File: config.mk
export PLATFORM = sky130hd
export DESIGN_NAME = hazard_ctrl
export DESIGN_NICKNAME = d
export VERILOG_FILES = /design/src/rtl/hazard_ctrl.sv
export SDC_FILE = /design/constraint.sdc
export NUM_CORES = 1
export LEC_CHECK = 0
export CAP_MARGIN = 20
export CELL_PAD_IN_SITES_DETAIL_PLACEMENT = 0
export CELL_PAD_IN_SITES_GLOBAL_PLACEMENT = 1
export CORE_MARGIN = 1.5
export CORE_UTILIZATION = 40
export CTS_CLUSTER_DIAMETER = 200
export DETAILED_ROUTE_END_ITERATION = 8
export PLACE_DENSITY = 0.94
export SETUP_SLACK_MARGIN = 0.02
export SLEW_MARGIN = 20
export SYNTH_ARGS = -nofsm -noshare
export SYNTH_HDL_FRONTEND = slang
export SYNTH_SLANG_ARGS = --single-unit
File: constraint.sdc
create_clock -name clk -period 6.5 [get_ports clk]
set_input_delay 1.3 -clock clk [delete_from_list [all_inputs] [get_ports clk]]
set_output_delay 1.3 -clock clk [all_outputs]
set_load 0.01 [all_outputs]
File: src/rtl/hazard_ctrl.sv
// Hazard and sequencing controller for the 5-stage RV32I pipeline.
// Keeps a shadow of EX/MEM/WB register usage to drive stalls, bubbles, squashes and forwarding.
module hazard_ctrl (
   input  logic        clk,
   input  logic        rst,
   input  logic [31:0] id_instr_i,
   input  logic        id_valid_i,
   input  logic        redirect_i,
   input  logic        mem_stall_i,
   output logic        stall_pc_o,
   output logic        stall_ifid_o,
   output logic        flush_ifid_o,
   output logic        bubble_ex_o,
   output logic        freeze_o,
   output logic [1:0]  fwd_a_o,
   output logic [1:0]  fwd_b_o,
   output logic [31:0] stall_cnt_o,
   output logic [31:0] flush_cnt_o
);

   localparam logic [6:0] OP_LUI   = 7'b0110111;
   localparam logic [6:0] OP_AUIPC = 7'b0010111;
   localparam logic [6:0] OP_JAL   = 7'b1101111;
   localparam logic [6:0] OP_JALR  = 7'b1100111;
   localparam logic [6:0] OP_BR    = 7'b1100011;
   localparam logic [6:0] OP_LD    = 7'b0000011;
   localparam logic [6:0] OP_ST    = 7'b0100011;
   localparam logic [6:0] OP_IM    = 7'b0010011;
   localparam logic [6:0] OP_R     = 7'b0110011;

   logic [4:0]  ex_rs1_q, ex_rs1_d, ex_rs2_q, ex_rs2_d, ex_rd_q, ex_rd_d;
   logic        ex_u1_q, ex_u1_d, ex_u2_q, ex_u2_d, ex_we_q, ex_we_d, ex_ld_q, ex_ld_d;
   logic [4:0]  mem_rd_q, mem_rd_d, wb_rd_q, wb_rd_d;
   logic        mem_we_q, mem_we_d, wb_we_q, wb_we_d;
   logic [31:0] stall_cnt_q, stall_cnt_d, flush_cnt_q, flush_cnt_d;

   logic [6:0]  opcode;
   logic [4:0]  id_rs1, id_rs2, id_rd;
   logic        id_u1, id_u2, id_we, id_ld;
   logic        lu;
   logic        unused_bits;

   assign opcode      = id_instr_i[6:0];
   assign id_rs1      = id_instr_i[19:15];
   assign id_rs2      = id_instr_i[24:20];
   assign id_rd       = id_instr_i[11:7];
   assign unused_bits = ^{id_instr_i[31:25], id_instr_i[14:12]};

   always_comb begin
      id_u1 = 1'b0;
      id_u2 = 1'b0;
      id_we = 1'b0;
      id_ld = 1'b0;
      if (id_valid_i) begin
         id_u1 = (opcode == OP_JALR) || (opcode == OP_BR) || (opcode == OP_LD) ||
                 (opcode == OP_ST) || (opcode == OP_IM) || (opcode == OP_R);
         id_u2 = (opcode == OP_BR) || (opcode == OP_ST) || (opcode == OP_R);
         // x0 is never a real destination, so it can neither hazard nor forward
         id_we = ((opcode == OP_LUI) || (opcode == OP_AUIPC) || (opcode == OP_JAL) ||
                  (opcode == OP_JALR) || (opcode == OP_LD) || (opcode == OP_IM) ||
                  (opcode == OP_R)) && (id_rd != 5'd0);
         id_ld = (opcode == OP_LD);
      end
   end

   assign lu = ex_ld_q && ex_we_q &&
               ((id_u1 && (id_rs1 == ex_rd_q)) || (id_u2 && (id_rs2 == ex_rd_q)));

   always_comb begin
      stall_pc_o   = 1'b0;
      stall_ifid_o = 1'b0;
      flush_ifid_o = 1'b0;
      bubble_ex_o  = 1'b0;
      freeze_o     = 1'b0;
      fwd_a_o      = 2'b00;
      fwd_b_o      = 2'b00;
      stall_cnt_o  = 32'd0;
      flush_cnt_o  = 32'd0;
      if (!rst) begin
         stall_cnt_o = stall_cnt_q;
         flush_cnt_o = flush_cnt_q;
         if (mem_stall_i) begin
            freeze_o     = 1'b1;
            stall_pc_o   = 1'b1;
            stall_ifid_o = 1'b1;
         end else if (redirect_i) begin
            flush_ifid_o = 1'b1;
            bubble_ex_o  = 1'b1;
         end else if (lu) begin
            stall_pc_o   = 1'b1;
            stall_ifid_o = 1'b1;
            bubble_ex_o  = 1'b1;
         end
         if (ex_u1_q && mem_we_q && (mem_rd_q == ex_rs1_q))     fwd_a_o = 2'b01;
         else if (ex_u1_q && wb_we_q && (wb_rd_q == ex_rs1_q))  fwd_a_o = 2'b10;
         if (ex_u2_q && mem_we_q && (mem_rd_q == ex_rs2_q))     fwd_b_o = 2'b01;
         else if (ex_u2_q && wb_we_q && (wb_rd_q == ex_rs2_q))  fwd_b_o = 2'b10;
      end
   end

   always_comb begin
      ex_rs1_d    = ex_rs1_q;
      ex_rs2_d    = ex_rs2_q;
      ex_u1_d     = ex_u1_q;
      ex_u2_d     = ex_u2_q;
      ex_rd_d     = ex_rd_q;
      ex_we_d     = ex_we_q;
      ex_ld_d     = ex_ld_q;
      mem_rd_d    = mem_rd_q;
      mem_we_d    = mem_we_q;
      wb_rd_d     = wb_rd_q;
      wb_we_d     = wb_we_q;
      stall_cnt_d = stall_cnt_q;
      flush_cnt_d = flush_cnt_q;
      if (!mem_stall_i) begin
         wb_rd_d  = mem_rd_q;
         wb_we_d  = mem_we_q;
         mem_rd_d = ex_rd_q;
         mem_we_d = ex_we_q;
         if (redirect_i || lu) begin
            ex_rs1_d = 5'd0;
            ex_rs2_d = 5'd0;
            ex_u1_d  = 1'b0;
            ex_u2_d  = 1'b0;
            ex_rd_d  = 5'd0;
            ex_we_d  = 1'b0;
            ex_ld_d  = 1'b0;
         end else begin
            ex_rs1_d = id_rs1;
            ex_rs2_d = id_rs2;
            ex_u1_d  = id_u1;
            ex_u2_d  = id_u2;
            ex_rd_d  = id_rd;
            ex_we_d  = id_we;
            ex_ld_d  = id_ld;
         end
         if (redirect_i)  flush_cnt_d = flush_cnt_q + 32'd1;
         else if (lu)     stall_cnt_d = stall_cnt_q + 32'd1;
      end
   end

   always_ff @(posedge clk) begin
      if (rst) begin
         ex_rs1_q    <= 5'd0;
         ex_rs2_q    <= 5'd0;
         ex_u1_q     <= 1'b0;
         ex_u2_q     <= 1'b0;
         ex_rd_q     <= 5'd0;
         ex_we_q     <= 1'b0;
         ex_ld_q     <= 1'b0;
         mem_rd_q    <= 5'd0;
         mem_we_q    <= 1'b0;
         wb_rd_q     <= 5'd0;
         wb_we_q     <= 1'b0;
         stall_cnt_q <= 32'd0;
         flush_cnt_q <= 32'd0;
      end else begin
         ex_rs1_q    <= ex_rs1_d;
         ex_rs2_q    <= ex_rs2_d;
         ex_u1_q     <= ex_u1_d;
         ex_u2_q     <= ex_u2_d;
         ex_rd_q     <= ex_rd_d;
         ex_we_q     <= ex_we_d;
         ex_ld_q     <= ex_ld_d;
         mem_rd_q    <= mem_rd_d;
         mem_we_q    <= mem_we_d;
         wb_rd_q     <= wb_rd_d;
         wb_we_q     <= wb_we_d;
         stall_cnt_q <= stall_cnt_d;
         flush_cnt_q <= flush_cnt_d;
      end
   end

endmodule

After elaboration in Yosys (flattened, before gate mapping)
Cells that the tools add are included.

Register bits after elaboration: 95. Logic and storage cells: 94.

Muxes and demuxes: 31. Reductions and logical operators: 31. Add/subtract/negate cells: 2. Bitwise operators: 2. Equality and inequality tests: 15.

Operators by type and width (number): 32-bit by 1-bit adder with 32-bit output, second input constant (2); 32-bit 2-to-1 mux (2); 5-bit equality test (6); 7-bit by 6-bit equality test with 1-bit output, second input constant (3); 7-bit equality test, second input constant (3); 1-bit 2-to-1 mux (20); 1-bit logical OR (15); 5-bit 2-to-1 mux (3); 7-bit by 5-bit equality test with 1-bit output, second input constant (2); 1-bit logical AND (13); 2-bit 2-to-1 mux (6); 7-bit by 2-bit equality test with 1-bit output, second input constant (1); 5-bit nonzero test (1); 3-bit AND reduction (1); 1-bit NOT (2); 2-bit AND reduction (1).

Longest topological paths before layout
Gate-level depths: netlist of run 1.

Depth after elaboration: 14. Gate-level depth with buffers: 8. Gate-level depth less buffers: 6.

Worst setup path before layout of run 1
Ideal clock, no wire load.

Path type: input port to output port. Start: in id_instr_i[3]. End: out stall_pc_o. Buffers on the path: 3. Data required time: 5.200 ns. Slack: 2.102 ns. Stages on the path: 8. Arrival time: 3.098 ns. Cell sequence: and4b_1 -> nand4b_1 -> o32a_1 -> buf_6 -> buf_2 -> or3_1 -> a21oi_1 -> buf_4.

Longest elaborated chain between the ends: 14.

RTL lines: from (decl) (line 6) `input logic [31:0] id_instr_i,`; 7-bit equality test, on equally long branches (line 55, 57); 1-bit logical OR (3 in series) (line 55) `id_u1 = (opcode == OP_JALR) || (opcode == OP_BR) || (opcode == OP_LD) ||`; 1-bit logical OR (2 in series) (line 56) `(opcode == OP_ST) || (opcode == OP_IM) || (opcode == OP_R);`; 1-bit 2-to-1 mux (line 54) `if (id_valid_i) begin`; 1-bit logical AND (line 67) `((id_u1 && (id_rs1 == ex_rd_q)) || (id_u2 && (id_rs2 == ex_rd_q)));`; 1-bit logical OR (*) (line 67); 1-bit logical AND (*) (line 66) `assign lu = ex_ld_q && ex_we_q &&`; 1-bit 2-to-1 mux (*) (4 in series); to (decl) (line 10) `output logic stall_pc_o,`.

Every way passes the cells marked *; elsewhere a longest branch is shown, timed or not.

Worst setup path after layout of run 1
Start: in id_instr_i[3]. End: out stall_pc_o.

Longest elaborated chain between the ends: 14.

RTL lines: 7-bit equality test, on equally long branches (line 55, 57); 1-bit logical OR (3 in series) (line 55); 1-bit logical OR (2 in series) (line 56); 1-bit 2-to-1 mux (line 54); 1-bit logical AND (line 67); 1-bit logical OR (*) (line 67); 1-bit logical AND (*) (line 66); 1-bit 2-to-1 mux (*) (line 89) `end else if (lu) begin`; 1-bit 2-to-1 mux (*) (line 86) `end else if (redirect_i) begin`; 1-bit 2-to-1 mux (*) (line 82) `if (mem_stall_i) begin`; 1-bit 2-to-1 mux (*) (line 79) `if (!rst) begin`.

Marks and branches as above.

==> impl_results.rst, run 1 <==
.. list-table::
   :header-rows: 1

   * - Metric
     - Value
   * - Run status
     - finished, final reports clean
   * - Number of warning messages in the yosys log
     - 0
   * - Post-Synthesis Net Count
     - 626
   * - Power share of the combinational group
     - about 6.6%
   * - Remaining global-route overflow
     - 0
   * - Clock sink count
     - 95
   * - Routed length per instance
     - 13.65 µm
   * - Peak fanout along the critical path
     - 44
   * - Dominant synthesized flop cell
     - sky130_fd_sc_hd__dfxtp_1
   * - Synth area leaders
     - sky130_fd_sc_hd__dfxtp_1, sky130_fd_sc_hd__xnor2_1, sky130_fd_sc_hd__nor2b_1
   * - Fraction of the cycle the final worst path needs
     - 81.44%
   * - Least-Margin Pin Slew
     - 1.028 ns
   * - Number of maximum-capacitance violations
     - 0
   * - Internal power contribution
     - slightly below 900 µW
   * - Cell Chain, Critical Path
     - clkdlybuf4s50_1 > and4b_1 > nand4b_1 > o32a_1 > buf_4 > or3_1 > a21oi_1 > clkdlybuf4s50_1
   * - Sequential cell area
     - 1902 µm²
   * - Post-layout minimum cycle time
     - 5.294 ns
   * - Number of filler cells placed in the layout
     - 1114
   * - Number of hold buffers added after cts
     - 0
   * - Flip-flop and latch count after synthesis
     - 95
   * - Switching share of power
     - roughly a quarter
   * - Final hold vios
     - 0
   * - Maximum cell stage delay along the critical path
     - roughly 0.64 ns
   * - Synth Area in Compound Gates
     - 5.848%
   * - Number of nets with antenna violations after detailed routing
     - 0
   * - TritonCTS clock tree
     - done
   * - XOR/XNOR Fraction of Synth Area
     - about a tenth
   * - Most common cell type on the critical path
     - sky130_fd_sc_hd__clkdlybuf4s50_1
   * - Site row count
     - 40
   * - Leakage component of the power
     - 0.002220 µW
   * - Relative slew slack
     - ~31%
   * - Area share of and/or/nand/nor cells after synthesis
     - around a third
   * - Max IR drop VDD
     - 0.1223 mV
   * - Multiplexer share of the synthesized area
     - 7.840%
   * - Final-stage net count
     - 706
   * - Post-detailed-routing wire length
     - 11470 µm
   * - Count of different cell masters after synthesis
     - 42
   * - Crit path arrival time
     - 3.99 ns
   * - Reg clk slew, reported paths
     - ~0.070 ns
   * - Count of TritonRoute iterations in the first routing pass
     - 5
   * - Multi-input gate area
     - between 2000 and 3000 µm²
   * - Final weighted congestion of routability-driven global placement
     - roughly 0.78
   * - Fraction of final layout cells with drive strength greater than 1
     - between 5 and 6%
   * - Die extent in x
     - 114.4 µm
   * - Kind of cell adding the most delay to the critical path
     - buffers and inverters
   * - H-tree Lvls
     - 3
   * - Top-Level Pins
     - 110
   * - Clock Skew
     - 0.007811 ns
   * - Total Negative Setup Slacks
     - 0 ns
   * - Starting DRC count in detailed routing
     - 191
   * - Setup violators final
     - 0
   * - Nature of the critical path endpoint
     - primary output
   * - Number of resized instances in the post-cts repair step
     - 0
   * - FFs w/ async S/R, synth
     - 0%
   * - Fin Hold WS
     - 0.4941 ns
   * - Kind of start point of the critical path
     - primary input
   * - Total net switching power
     - 276.3 µW
   * - CP Class
     - in2out
   * - Adder-cell share of the synthesized area
     - 0.5042%
   * - Global-route wire length before repair
     - between 15000 and 20000 µm
   * - PortBufs
     - 99
   * - Sequential share of the synthesized area
     - a little under two fifths
   * - Library cell occupying the most area in the post-synthesis netlist
     - sky130_fd_sc_hd__dfxtp_1
   * - Sequential Power Share
     - 51.2%
   * - Combinational family with the most area after synthesis
     - simple AND/OR/NAND/NOR gates
   * - Mean Syn Cell Area
     - 8.456 µm²
   * - Total power divided by cell area
     - 183.8 nW/µm²
   * - Path class of the lowest-slack min-delay path
     - reg2reg
   * - Fmax
     - between 150 and 200 MHz
   * - Max Root-Sink Buffers
     - 2
   * - Clock network power share
     - 42.2%
   * - Vias in the first global route
     - 3914
   * - Max Slew Vio Count
     - 0
   * - Die height
     - around 110 µm
   * - Antenna violations before repair
     - 0
   * - Area share of the leading cell type in the synthesized netlist
     - 38.32%
   * - Via total after detailed routing
     - 4393
   * - Combined global-route utilization of all metal layers
     - 17.86%
   * - Placeable core region
     - 12060 µm²
   * - Die area
     - 13090 µm²
   * - CTS buffer count
     - 9
   * - HPWL after detailed placement
     - between 8000 and 9000 µm
   * - Unrepaired setup endpoints after global routing
     - false
   * - CTS root buffer
     - sky130_fd_sc_hd__clkbuf_16
   * - Netlist area before placement
     - 4964 µm²
   * - CP required
     - about 5.2 ns
   * - Clock latency on the worst-skew pair
     - between 0.3 and 0.4 ns
   * - Setup Fix Bufs, Post-CTS
     - 0
   * - Total buffers and inverters traversed by the critical path
     - 3
   * - Relative area change from synthesis to final layout
     - 27.10%
   * - # DRC
     - 0
   * - Inserted Diodes
     - 0
   * - Critical-path cell with the highest stage delay
     - sky130_fd_sc_hd__clkdlybuf4s50_1
   * - Initial Util
     - 41.15%
   * - Count of flip-flops with a built-in enable after synthesis
     - 0
   * - Via-per-instance ratio
     - 5.230
   * - Synth Instances
     - 587
   * - Maximum number of pins on one net before global-route repair
     - 107
power by group through the flow:
stage / combinational [µW] / clock (µW) / sequential (µW)
4_1_cts: 76.5 / 501 / 594
5_1_grt: 83.7 / 528 / 595
3_5_place_dp: 76.1 / 0 / 608
3_3_place_gp: 74.0 / 0 / 607
2_1_floorplan: 45.3 / 0 / 606
6_report: 76.1 / 489 / 594
synth_stat cells, types with 3 or more instances:
library cell and n:
sky130_fd_sc_hd__nor2b_1 60, sky130_fd_sc_hd__and3_1 5, sky130_fd_sc_hd__buf_1 5, sky130_fd_sc_hd__inv_1 11, sky130_fd_sc_hd__and4_1 8, sky130_fd_sc_hd__nor3b_1 4, sky130_fd_sc_hd__nor2_1 82, sky130_fd_sc_hd__dfxtp_1 95
sky130_fd_sc_hd__mux2_1 7, sky130_fd_sc_hd__clkbuf_1 23, sky130_fd_sc_hd__xnor2_1 43, sky130_fd_sc_hd__buf_6 3, sky130_fd_sc_hd__mux2i_1 13, sky130_fd_sc_hd__o21ai_0 15, sky130_fd_sc_hd__nand2_1 33, sky130_fd_sc_hd__mux2_2 16
sky130_fd_sc_hd__nand3_1 26, sky130_fd_sc_hd__a22o_1 16, sky130_fd_sc_hd__nor4b_1 3, sky130_fd_sc_hd__nand4_1 20, sky130_fd_sc_hd__nor4_1 21, sky130_fd_sc_hd__nor3_1 23, sky130_fd_sc_hd__a21oi_1 3, sky130_fd_sc_hd__or4_1 10
sky130_fd_sc_hd__and2_1 4, sky130_fd_sc_hd__xor2_1 16, sky130_fd_sc_hd__or3_1 3
registers in the layout (all words and copies together), names as in the netlist:
name and count:
mem_rd_q 5, ex_u1_q 1, ex_rs2_q 5, ex_u2_q 1
ex_ld_q 1, ex_we_q 1, stall_cnt_q 32, mem_we_q 1
flush_cnt_q 32, ex_rs1_q 5, wb_we_q 1, ex_rd_q 5
wb_rd_q 5
cell families (layout without fill, tap and decap cells):
logic type	after synthesis	after routing
compound gates	41	41
simple gates	309	309
flops	95	95
buf+inv	45	130
mux	36	36
xor+xnor	59	59
fa+ha+maj	2	2
cell type report:
cell class              count  area share (%)
clock inverters             7          0.7537
repair buffers            103           16.14
multi-input cells         447           45.40
inverters                  11          0.6545
well taps                 168           3.332
flip-flops and latches     95           30.15
clock buffers               9           3.570
per-layer routing:
layer / GRT usage (%) / up-vias / part of all wire [%]
met4: 9.000 / 0 / 2.5
met3: 2.753 / 18 / 3.3
met5: 0 / - / 0
met1: 23.48 / 2076 / 47
met2: 28.50 / 92 / 47
li1: - / 2207 / -
final timing paths:
| path | from | endpoint | slack [ns] | cells after the start |
|---|---|---|---|---|
| hold reg to reg | ex_ld_q | ex_ld_q | 0.49 | 2 |
| setup / recovery | id_instr_i[3] | stall_pc_o | 1.21 | 8 |
| hold / removal | ex_ld_q | ex_ld_q | 0.49 | 2 |
| setup reg to reg | ex_we_q | stall_cnt_q[31] | 4.15 | 5 |
cells in the final DEF, fill, tap and decap left out, types with 9 or more instances in the layout:
cell type and count:
sky130_fd_sc_hd__nor2_1 82, sky130_fd_sc_hd__dfxtp_1 95, sky130_fd_sc_hd__mux2i_1 13, sky130_fd_sc_hd__o21ai_0 15
sky130_fd_sc_hd__nand4_1 20, sky130_fd_sc_hd__mux2_2 16, sky130_fd_sc_hd__clkbuf_16 9, sky130_fd_sc_hd__or4_1 10
sky130_fd_sc_hd__nor2b_1 60, sky130_fd_sc_hd__xor2_1 16, sky130_fd_sc_hd__xnor2_1 43, sky130_fd_sc_hd__nor3_1 23
sky130_fd_sc_hd__nand3_1 26, sky130_fd_sc_hd__nand2_1 33, sky130_fd_sc_hd__clkdlybuf4s50_1 98, sky130_fd_sc_hd__inv_1 11
sky130_fd_sc_hd__nor4_1 21, sky130_fd_sc_hd__a22o_1 16
tightest hold or removal path: cells and delay by family (launching register included):
kind,cells,cell delay [ns]
AND/OR/NAND/NOR,1,0.06
flip-flops,1,0.33
AO/OA/AOI/OAI,1,0.06
stage by stage:
| step | cell area (µm²) | util (%) | power, µW | worst slack [ns] | instances |
|---|---|---|---|---|---|
| after floorplan | 4964 | - | 651.0 | 2.102 | 587 |
| after global placement | 6036 | 50.04 | 681.1 | 1.249 | 824 |
| after detailed placement | 6036 | 50.04 | 683.6 | 1.215 | 824 |
| after CTS | 6309 | 52.30 | 1172 | 1.205 | 840 |
| after global routing | 6309 | 52.30 | 1207 | 1.064 | 840 |
| final | 6309 | 52.30 | 1160 | 1.206 | 840 |
No activity file was read; power rests on OpenSTA's default activity.
==> inputs of run 2 (changes only) <==
--- a/config.mk
+++ b/config.mk
@@ -9,10 +9,10 @@
 export CELL_PAD_IN_SITES_DETAIL_PLACEMENT = 0
 export CELL_PAD_IN_SITES_GLOBAL_PLACEMENT = 1
 export CORE_MARGIN = 1.5
-export CORE_UTILIZATION = 40
+export CORE_UTILIZATION = 38
 export CTS_CLUSTER_DIAMETER = 200
 export DETAILED_ROUTE_END_ITERATION = 8
-export PLACE_DENSITY = 0.94
+export PLACE_DENSITY = 0.9
 export SETUP_SLACK_MARGIN = 0.02
 export SLEW_MARGIN = 20
 export SYNTH_ARGS = -nofsm -noshare
==> constraint.sdc (replaced) <==
create_clock -name clk -period 5.4 [get_ports clk]
set_input_delay 1.08 -clock clk [delete_from_list [all_inputs] [get_ports clk]]
set_output_delay 1.08 -clock clk [all_outputs]
set_load 0.01 [all_outputs]
==> impl_results.rst, run 2 (synthesis results as in run 1) <==
.. list-table::
   :header-rows: 1

   * - Metric
     - Value
   * - Total Negative Setup Slacks
     - 0 ns (unchanged)
   * - Via total after detailed routing
     - 4370 (-0.52%)
   * - Fin util
     - 50.15% (-2.1 points)
   * - CP Class
     - in2out
   * - Fraction of final layout cells with drive strength greater than 1
     - 5.786% (+0.13 points)
   * - Critical-path cell with the highest stage delay
     - sky130_fd_sc_hd__clkdlybuf4s50_1
   * - Via-per-instance ratio
     - 5.165 (-1.2%)
   * - Max IR drop VDD
     - 0.1315 mV (+7.5%)
   * - Max Slew Vio Count
     - 0 (unchanged)
   * - Critical path destination
     - stall_pc_o
   * - Inserted Diodes
     - 0 (unchanged)
   * - Number of nets with antenna violations after detailed routing
     - 0 (unchanged)
   * - Unrepaired setup endpoints after global routing
     - false
   * - Placeable core region
     - 12670 µm² (+5.1%)
   * - Top-Level Pins
     - 110 (unchanged)
   * - Number of filler cells placed in the layout
     - 1186 (+6.5%)
   * - Setup Fix Bufs, Post-CTS
     - 0 (unchanged)
   * - Reg clk slew, reported paths
     - 0.07 ns (about the same)
   * - Post-detailed-routing wire length
     - 11630 µm (+1.4%)
   * - Most used cells in the layout excluding fill and tap cells
     - sky130_fd_sc_hd__clkdlybuf4s50_1, sky130_fd_sc_hd__dfxtp_1, sky130_fd_sc_hd__nor2_1, sky130_fd_sc_hd__nor2b_1, sky130_fd_sc_hd__xnor2_1
   * - Die extent in x
     - 117.3 µm (+2.5%)
   * - Number of resized instances in the post-cts repair step
     - 0 (unchanged)
   * - Site row count
     - 41 (+2.5%)
   * - Fraction of the cycle the final worst path needs
     - 85.22%
   * - Clock Skew
     - 0.009211 ns (+0.001401 ns)
   * - Maximum cell stage delay along the critical path
     - 0.63 ns (about the same)
   * - Cell Chain, Critical Path
     - clkdlybuf4s50_1 > and4b_1 > nand4b_1 > o32a_1 > or3_1 > a21oi_1 > clkdlybuf4s50_1
   * - Clock latency on the worst-skew pair
     - 0.34 ns (about the same)
   * - Combined global-route utilization of all metal layers
     - 17.62% (-0.24 points)
   * - Clock sink count
     - 95 (unchanged)
   * - Final weighted congestion of routability-driven global placement
     - 0.7894 (+0.60%)
   * - Max Root-Sink Buffers
     - 2 (unchanged)
   * - Die area
     - 13760 µm² (+5.1%)
   * - Vias in the first global route
     - 4131 (+5.5%)
   * - Maximum number of pins on one net before global-route repair
     - 101 (-5.6%)
   * - Final hold vios
     - 0 (unchanged)
   * - Flop2flop setup slack
     - 3.10 ns (-1.05 ns)
   * - Setup violators final
     - 0 (unchanged)
   * - Relative area change from synthesis to final layout
     - 28.03%
   * - Relative slew slack
     - 38.05% (+6.8 points)
   * - Initial Util
     - 39.17% (-2.0 points)
   * - Number of maximum-capacitance violations
     - 0 (unchanged)
   * - Die height
     - 117.3 µm (+2.5%)
   * - Final Total Pwr
     - 1450 µW (+25%)
   * - Least-Margin Pin Slew
     - 0.9293 ns (-0.09895 ns)
   * - Post-layout minimum cycle time
     - 4.602 ns
   * - Global-route wire length before repair
     - 19060 µm (+1.8%)
   * - H-tree Lvls
     - 3 (unchanged)
   * - Most common library cell in the layout ignoring fill and taps
     - sky130_fd_sc_hd__clkdlybuf4s50_1
   * - CTS buffer count
     - 9 (unchanged)
   * - Run status
     - finished, final reports clean
   * - Peak fanout along the critical path
     - 4 (-91%)
   * - CTS root buffer
     - sky130_fd_sc_hd__clkbuf_16
   * - Cells on Worst Hold Path
     - 2 (unchanged)
   * - Leakage component of the power
     - 0.002244 µW (+1.1%)
   * - HPWL after detailed placement
     - 8446 µm (+1.6%)
   * - Kind of start point of the critical path
     - primary input
   * - Starting DRC count in detailed routing
     - 208 (+8.9%)
   * - Routed length per instance
     - 13.75 µm (+0.71%)
   * - Startpoint of the worst-slack reg-to-reg timing path
     - ex_we_q
   * - Remaining global-route overflow
     - 0 (unchanged)
   * - Number of cells on the worst reg-to-reg path
     - 5 (unchanged)
   * - Final design instance area without fill
     - 6355 µm² (+0.73%)
   * - Fmax
     - 217.3 MHz
   * - Origin of the worst setup path
     - id_instr_i[3]
   * - CP required
     - 4.32 ns (-0.88 ns)
   * - # DRC
     - 0 (unchanged)
   * - Antenna violations before repair
     - 0 (unchanged)
   * - PortBufs
     - 99 (unchanged)
   * - Nature of the critical path endpoint
     - primary output
   * - Count of TritonRoute iterations in the first routing pass
     - 4 (-1)
   * - Number of hold buffers added after cts
     - 0 (unchanged)
   * - Instance area at placement
     - 6056 µm² (+0.33%)
   * - Final-stage net count
     - 708 (+0.28%)
   * - Path class of the lowest-slack min-delay path
     - reg2reg
   * - TritonCTS clock tree
     - done
   * - Biggest registers after layout
     - flush_cnt_q (32), stall_cnt_q (32)
   * - Total power divided by cell area
     - 228.2 nW/µm² (+24%)
   * - Reg-to-reg endpoint
     - stall_cnt_q[31]
   * - Crit path arrival time
     - 3.52 ns (-0.47 ns)
   * - Most common cell type on the critical path
     - sky130_fd_sc_hd__clkdlybuf4s50_1
-- run 2: cell count changes in the layout (fill, tap and decap cells not counted) --
cell	before	now
sky130_fd_sc_hd__clkinv_2	3	2
sky130_fd_sc_hd__clkinvlp_4	2	1
sky130_fd_sc_hd__clkbuf_1	0	1
sky130_fd_sc_hd__bufinv_16	0	1
sky130_fd_sc_hd__clkbuf_8	0	1
sky130_fd_sc_hd__clkinv_4	1	0
sky130_fd_sc_hd__buf_4	5	7
-- run 2: cell type report --
type / instances / area, µm² / share of cell area, %
Clock buffer: 11 / 242.7 / 3.820
Multi-Input combinational cell: 447 / 2864 / 45.07
Timing Repair Buffer: 105 / 1033 / 16.26
Clock inverter: 5 / 56.30 / 0.8860
Tap cell: 172 / 215.2 / 3.386
Sequential cell: 95 / 1902 / 29.93
Inverter: 11 / 41.29 / 0.6497
-- run 2: critical path: cells and delay by family --
| kind | cells | cell delay (ns) |
|---|---|---|
| and+or+nand+nor | 3 | 0.78 |
| buffers and inverters | 2 | 1.05 |
| AOI/OAI and AO/OA | 2 | 0.61 |
-- run 2: stage by stage --
step / setup WS [ns] / hold WS (ns) / std cells
finish: 0.7980 / 0.4910 / 846
global route: 0.6336 / 0.5366 / 846
CTS: 0.7607 / 0.4930 / 846
detailed placement: 0.7709 / 0.4829 / 830
global placement: 0.8006 / 0.4637 / 830
floorplan: 1.442 / 0.4470 / 587
-- run 2: how the worst min path moves through the flow --
stage	from	endpoint	slack [ns]
after detailed placement	wb_we_q	wb_we_q	0.48
final	wb_we_q	wb_we_q	0.49
after global placement	ex_ld_q	ex_ld_q	0.46
after CTS	ex_ld_q	ex_ld_q	0.49
after floorplan	ex_ld_q	ex_ld_q	0.45
after global routing	ex_u2_q	ex_u2_q	0.54
-- run 2: layer usage --
metal / part of all wire [%] / track usage [%]
met4: 1.6 / 7.952
met2: 49 / 29.46
met1: 45 / 22.41
met3: 4.0 / 2.781
met5: 0 / 0
-- run 2: power breakdown --
part / internal [µW] / switching [µW] / total (µW)
Combinational: 44.6 / 47.3 / 91.9
Sequential: 707 / 8.20 / 715
Clock: 372 / 271 / 643
Total: 1120 / 327 / 1450
==> inputs of run 3 (changes only) <==
--- a/config.mk
+++ b/config.mk
@@ -12,9 +12,9 @@
 export CORE_UTILIZATION = 38
 export CTS_CLUSTER_DIAMETER = 200
 export DETAILED_ROUTE_END_ITERATION = 8
-export PLACE_DENSITY = 0.9
+export PLACE_DENSITY_LB_ADDON = 0.1
 export SETUP_SLACK_MARGIN = 0.02
-export SLEW_MARGIN = 20
+export SLEW_MARGIN = 25
 export SYNTH_ARGS = -nofsm -noshare
 export SYNTH_HDL_FRONTEND = slang
 export SYNTH_SLANG_ARGS = --single-unit
==> constraint.sdc (replaced) <==
create_clock -name clk -period 5.2 [get_ports clk]
set_input_delay 1.04 -clock clk [delete_from_list [all_inputs] [get_ports clk]]
set_output_delay 1.04 -clock clk [all_outputs]
set_load 0.01 [all_outputs]
==> impl_results.rst, run 3 (synthesis results as in run 1) <==
.. list-table::
   :header-rows: 1

   * - Metric
     - Value
   * - Run status
     - finished, final reports clean
   * - Clock Skew
     - 0.006560 ns (-0.002651 ns)
   * - H-tree Lvls
     - 3 (unchanged)
   * - HPWL after detailed placement
     - 8365 µm (-0.95%)
   * - Count of TritonRoute iterations in the first routing pass
     - 4 (unchanged)
   * - CTS root buffer
     - sky130_fd_sc_hd__clkbuf_16
   * - Maximum number of pins on one net before global-route repair
     - 92 (-8.9%)
   * - # DRC
     - 0 (unchanged)
   * - Number of hold buffers added after cts
     - 0 (unchanged)
   * - Routed length per instance
     - 13.90 µm (+1.1%)
   * - Met2 wirelength from detailed routing
     - 5027 µm (-13%)
   * - Total Negative Setup Slacks
     - 0 ns (unchanged)
   * - Antenna violations before repair
     - 0 (unchanged)
   * - Clock sink count
     - 95 (unchanged)
   * - Placeable core region
     - 12670 µm² (unchanged)
   * - Fmax
     - 216.9 MHz
   * - Count of placed standard cells including taps
     - 829 (-0.12%)
   * - Least-Margin Pin Slew
     - 0.7532 ns (-0.1761 ns)
   * - CP required
     - 4.16 ns (-0.16 ns)
   * - Number of maximum-capacitance violations
     - 0 (unchanged)
   * - Most common library cell in the layout ignoring fill and taps
     - sky130_fd_sc_hd__clkdlybuf4s50_1
   * - Post-detailed-routing wire length
     - 11700 µm (+0.60%)
   * - Remaining global-route overflow
     - 0 (unchanged)
   * - Max Slew Vio Count
     - 0 (unchanged)
   * - Final-stage net count
     - 707 (-0.14%)
   * - CTS buffer count
     - 9 (unchanged)
   * - Fin util
     - 49.83% (-0.33 points)
   * - Total power divided by cell area
     - 226.5 nW/µm² (-0.75%)
   * - Final weighted congestion of routability-driven global placement
     - 0.8289 (+5.0%)
   * - Max Used Layer
     - met4
   * - Most common cell type on the critical path
     - sky130_fd_sc_hd__clkdlybuf4s50_1
   * - Peak fanout along the critical path
     - 4 (unchanged)
   * - Starting DRC count in detailed routing
     - 273 (+31%)
   * - Nature of the critical path endpoint
     - primary output
   * - Site row count
     - 41 (unchanged)
   * - Clock latency on the worst-skew pair
     - 0.34 ns (about the same)
   * - Startpoint of the worst-slack reg-to-reg timing path
     - ex_we_q
   * - Setup violators final
     - 0 (unchanged)
   * - Combined global-route utilization of all metal layers
     - 17.62% (about the same)
   * - Final hold vios
     - 0 (unchanged)
   * - Post-layout minimum cycle time
     - 4.610 ns
   * - Kind of start point of the critical path
     - primary input
   * - Inserted Diodes
     - 0 (unchanged)
   * - Via total after detailed routing
     - 4322 (-1.1%)
   * - Most used cells in the layout excluding fill and tap cells
     - sky130_fd_sc_hd__clkdlybuf4s50_1, sky130_fd_sc_hd__dfxtp_1, sky130_fd_sc_hd__nor2_1, sky130_fd_sc_hd__nor2b_1, sky130_fd_sc_hd__xnor2_1
   * - Path class of the lowest-slack min-delay path
     - reg2reg
   * - Setup Fix Bufs, Post-CTS
     - 0 (unchanged)
   * - Cell Chain, Critical Path
     - clkdlybuf4s50_1 > and4b_1 > nand4b_1 > o32a_1 > or3_1 > a21oi_1 > clkdlybuf4s50_1
   * - Maximum cell stage delay along the critical path
     - 0.60 ns (-0.03 ns)
   * - Initial Util
     - 39.17% (unchanged)
   * - Number of resized instances in the post-cts repair step
     - 0 (unchanged)
   * - Critical-path cell with the highest stage delay
     - sky130_fd_sc_hd__clkdlybuf4s50_1
   * - WL met3
     - 646 µm (+38%)
   * - Biggest registers after layout
     - flush_cnt_q (32), stall_cnt_q (32)
   * - TritonCTS clock tree
     - done
   * - Metal-1 WL
     - 5717 µm (+9.4%)
   * - Max Root-Sink Buffers
     - 2 (unchanged)
   * - Vias in the first global route
     - 4005 (-3.1%)
   * - Relative slew slack
     - 49.64% (+12 points)
   * - Startpoint of the most critical hold path
     - ex_ld_q
   * - CP Class
     - in2out
   * - Origin of the worst setup path
     - id_instr_i[1]
   * - Die height
     - 117.3 µm (unchanged)
   * - Die extent in x
     - 117.3 µm (unchanged)
   * - Die area
     - 13760 µm² (unchanged)
   * - Non-filler cells in the finished layout
     - 842 (-0.47%)
   * - Top-Level Pins
     - 110 (unchanged)
   * - PortBufs
     - 99 (unchanged)
   * - Leakage component of the power
     - 0.002225 µW (-0.85%)
   * - Reg clk slew, reported paths
     - 0.06 ns (about the same)
   * - Relative area change from synthesis to final layout
     - 27.20%
   * - Max IR drop VDD
     - 0.1138 mV (-13%)
   * - Number of nets with antenna violations after detailed routing
     - 0 (unchanged)
   * - Via-per-instance ratio
     - 5.133 (-0.63%)
   * - Fraction of the cycle the final worst path needs
     - 88.65%
   * - Unrepaired setup endpoints after global routing
     - false
   * - Crit path arrival time
     - 3.57 ns (+0.05 ns)
   * - Global-route wire length before repair
     - 19050 µm (about the same)
   * - Fraction of final layout cells with drive strength greater than 1
     - 5.224% (-0.56 points)
[run 3: cell count changes in the layout (fill, tap and decap cells not counted), sizes merged]
cell / previous run / this run
buf: 7 / 6
bufinv: 1 / 0
clkinvlp: 1 / 0
inv: 12 / 11
[run 3: path summary, 6_finish.rpt]
check,cells past startpoint,slack (ns),endpoint
worst min-delay path,2,0.49,ex_ld_q
worst max register to register,5,2.83,stall_cnt_q[31]
worst min register to register,2,0.49,ex_ld_q
worst max-delay path,7,0.59,stall_ifid_o
[run 3: worst max-delay path: cells and delay by family]
| kind | cells | cell delay (ns) |
|---|---|---|
| buffers and inverters | 2 | 1.08 |
| and+or+nand+nor | 3 | 0.73 |
| AOI/OAI and AO/OA | 2 | 0.71 |
[run 3: metal layers]
metal  vias up  GRT usage (%)
met4         0          8.835
met5         -              0
met1      1965          23.98
li1       2217              -
met3        23          3.605
met2       117          26.47
[run 3: power breakdown]
part | switching (µW) | internal (µW) | total (µW)
logic | 47.9 | 46.8 | 94.7
registers | 8.64 | 735 | 743
clock network | 264 | 328 | 592
total | 321 | 1110 | 1430
[run 3: final cells by class]
cell class	count	area [µm²]
fillers	1210	6357
multi-input cells	447	2864
flip-flops and latches	95	1902
repair buffers	104	1039
clock buffers	11	242.7
well taps	172	215.2
inverters	11	41.29
clock inverters	2	10.01
[run 3: through the flow]
step / total power [µW] / hold slack [ns] / setup WS [ns] / area, µm²
2_1_floorplan: 813.8 / 0.4470 / 1.322 / 4964
4_1_cts: 1455 / 0.4900 / 0.5767 / 6314
3_5_place_dp: 855.3 / 0.4825 / 0.5811 / 6061
3_3_place_gp: 853.0 / 0.4709 / 0.6282 / 6061
6_report: 1430 / 0.4858 / 0.5902 / 6314
5_1_grt: 1492 / 0.5256 / 0.3658 / 6314
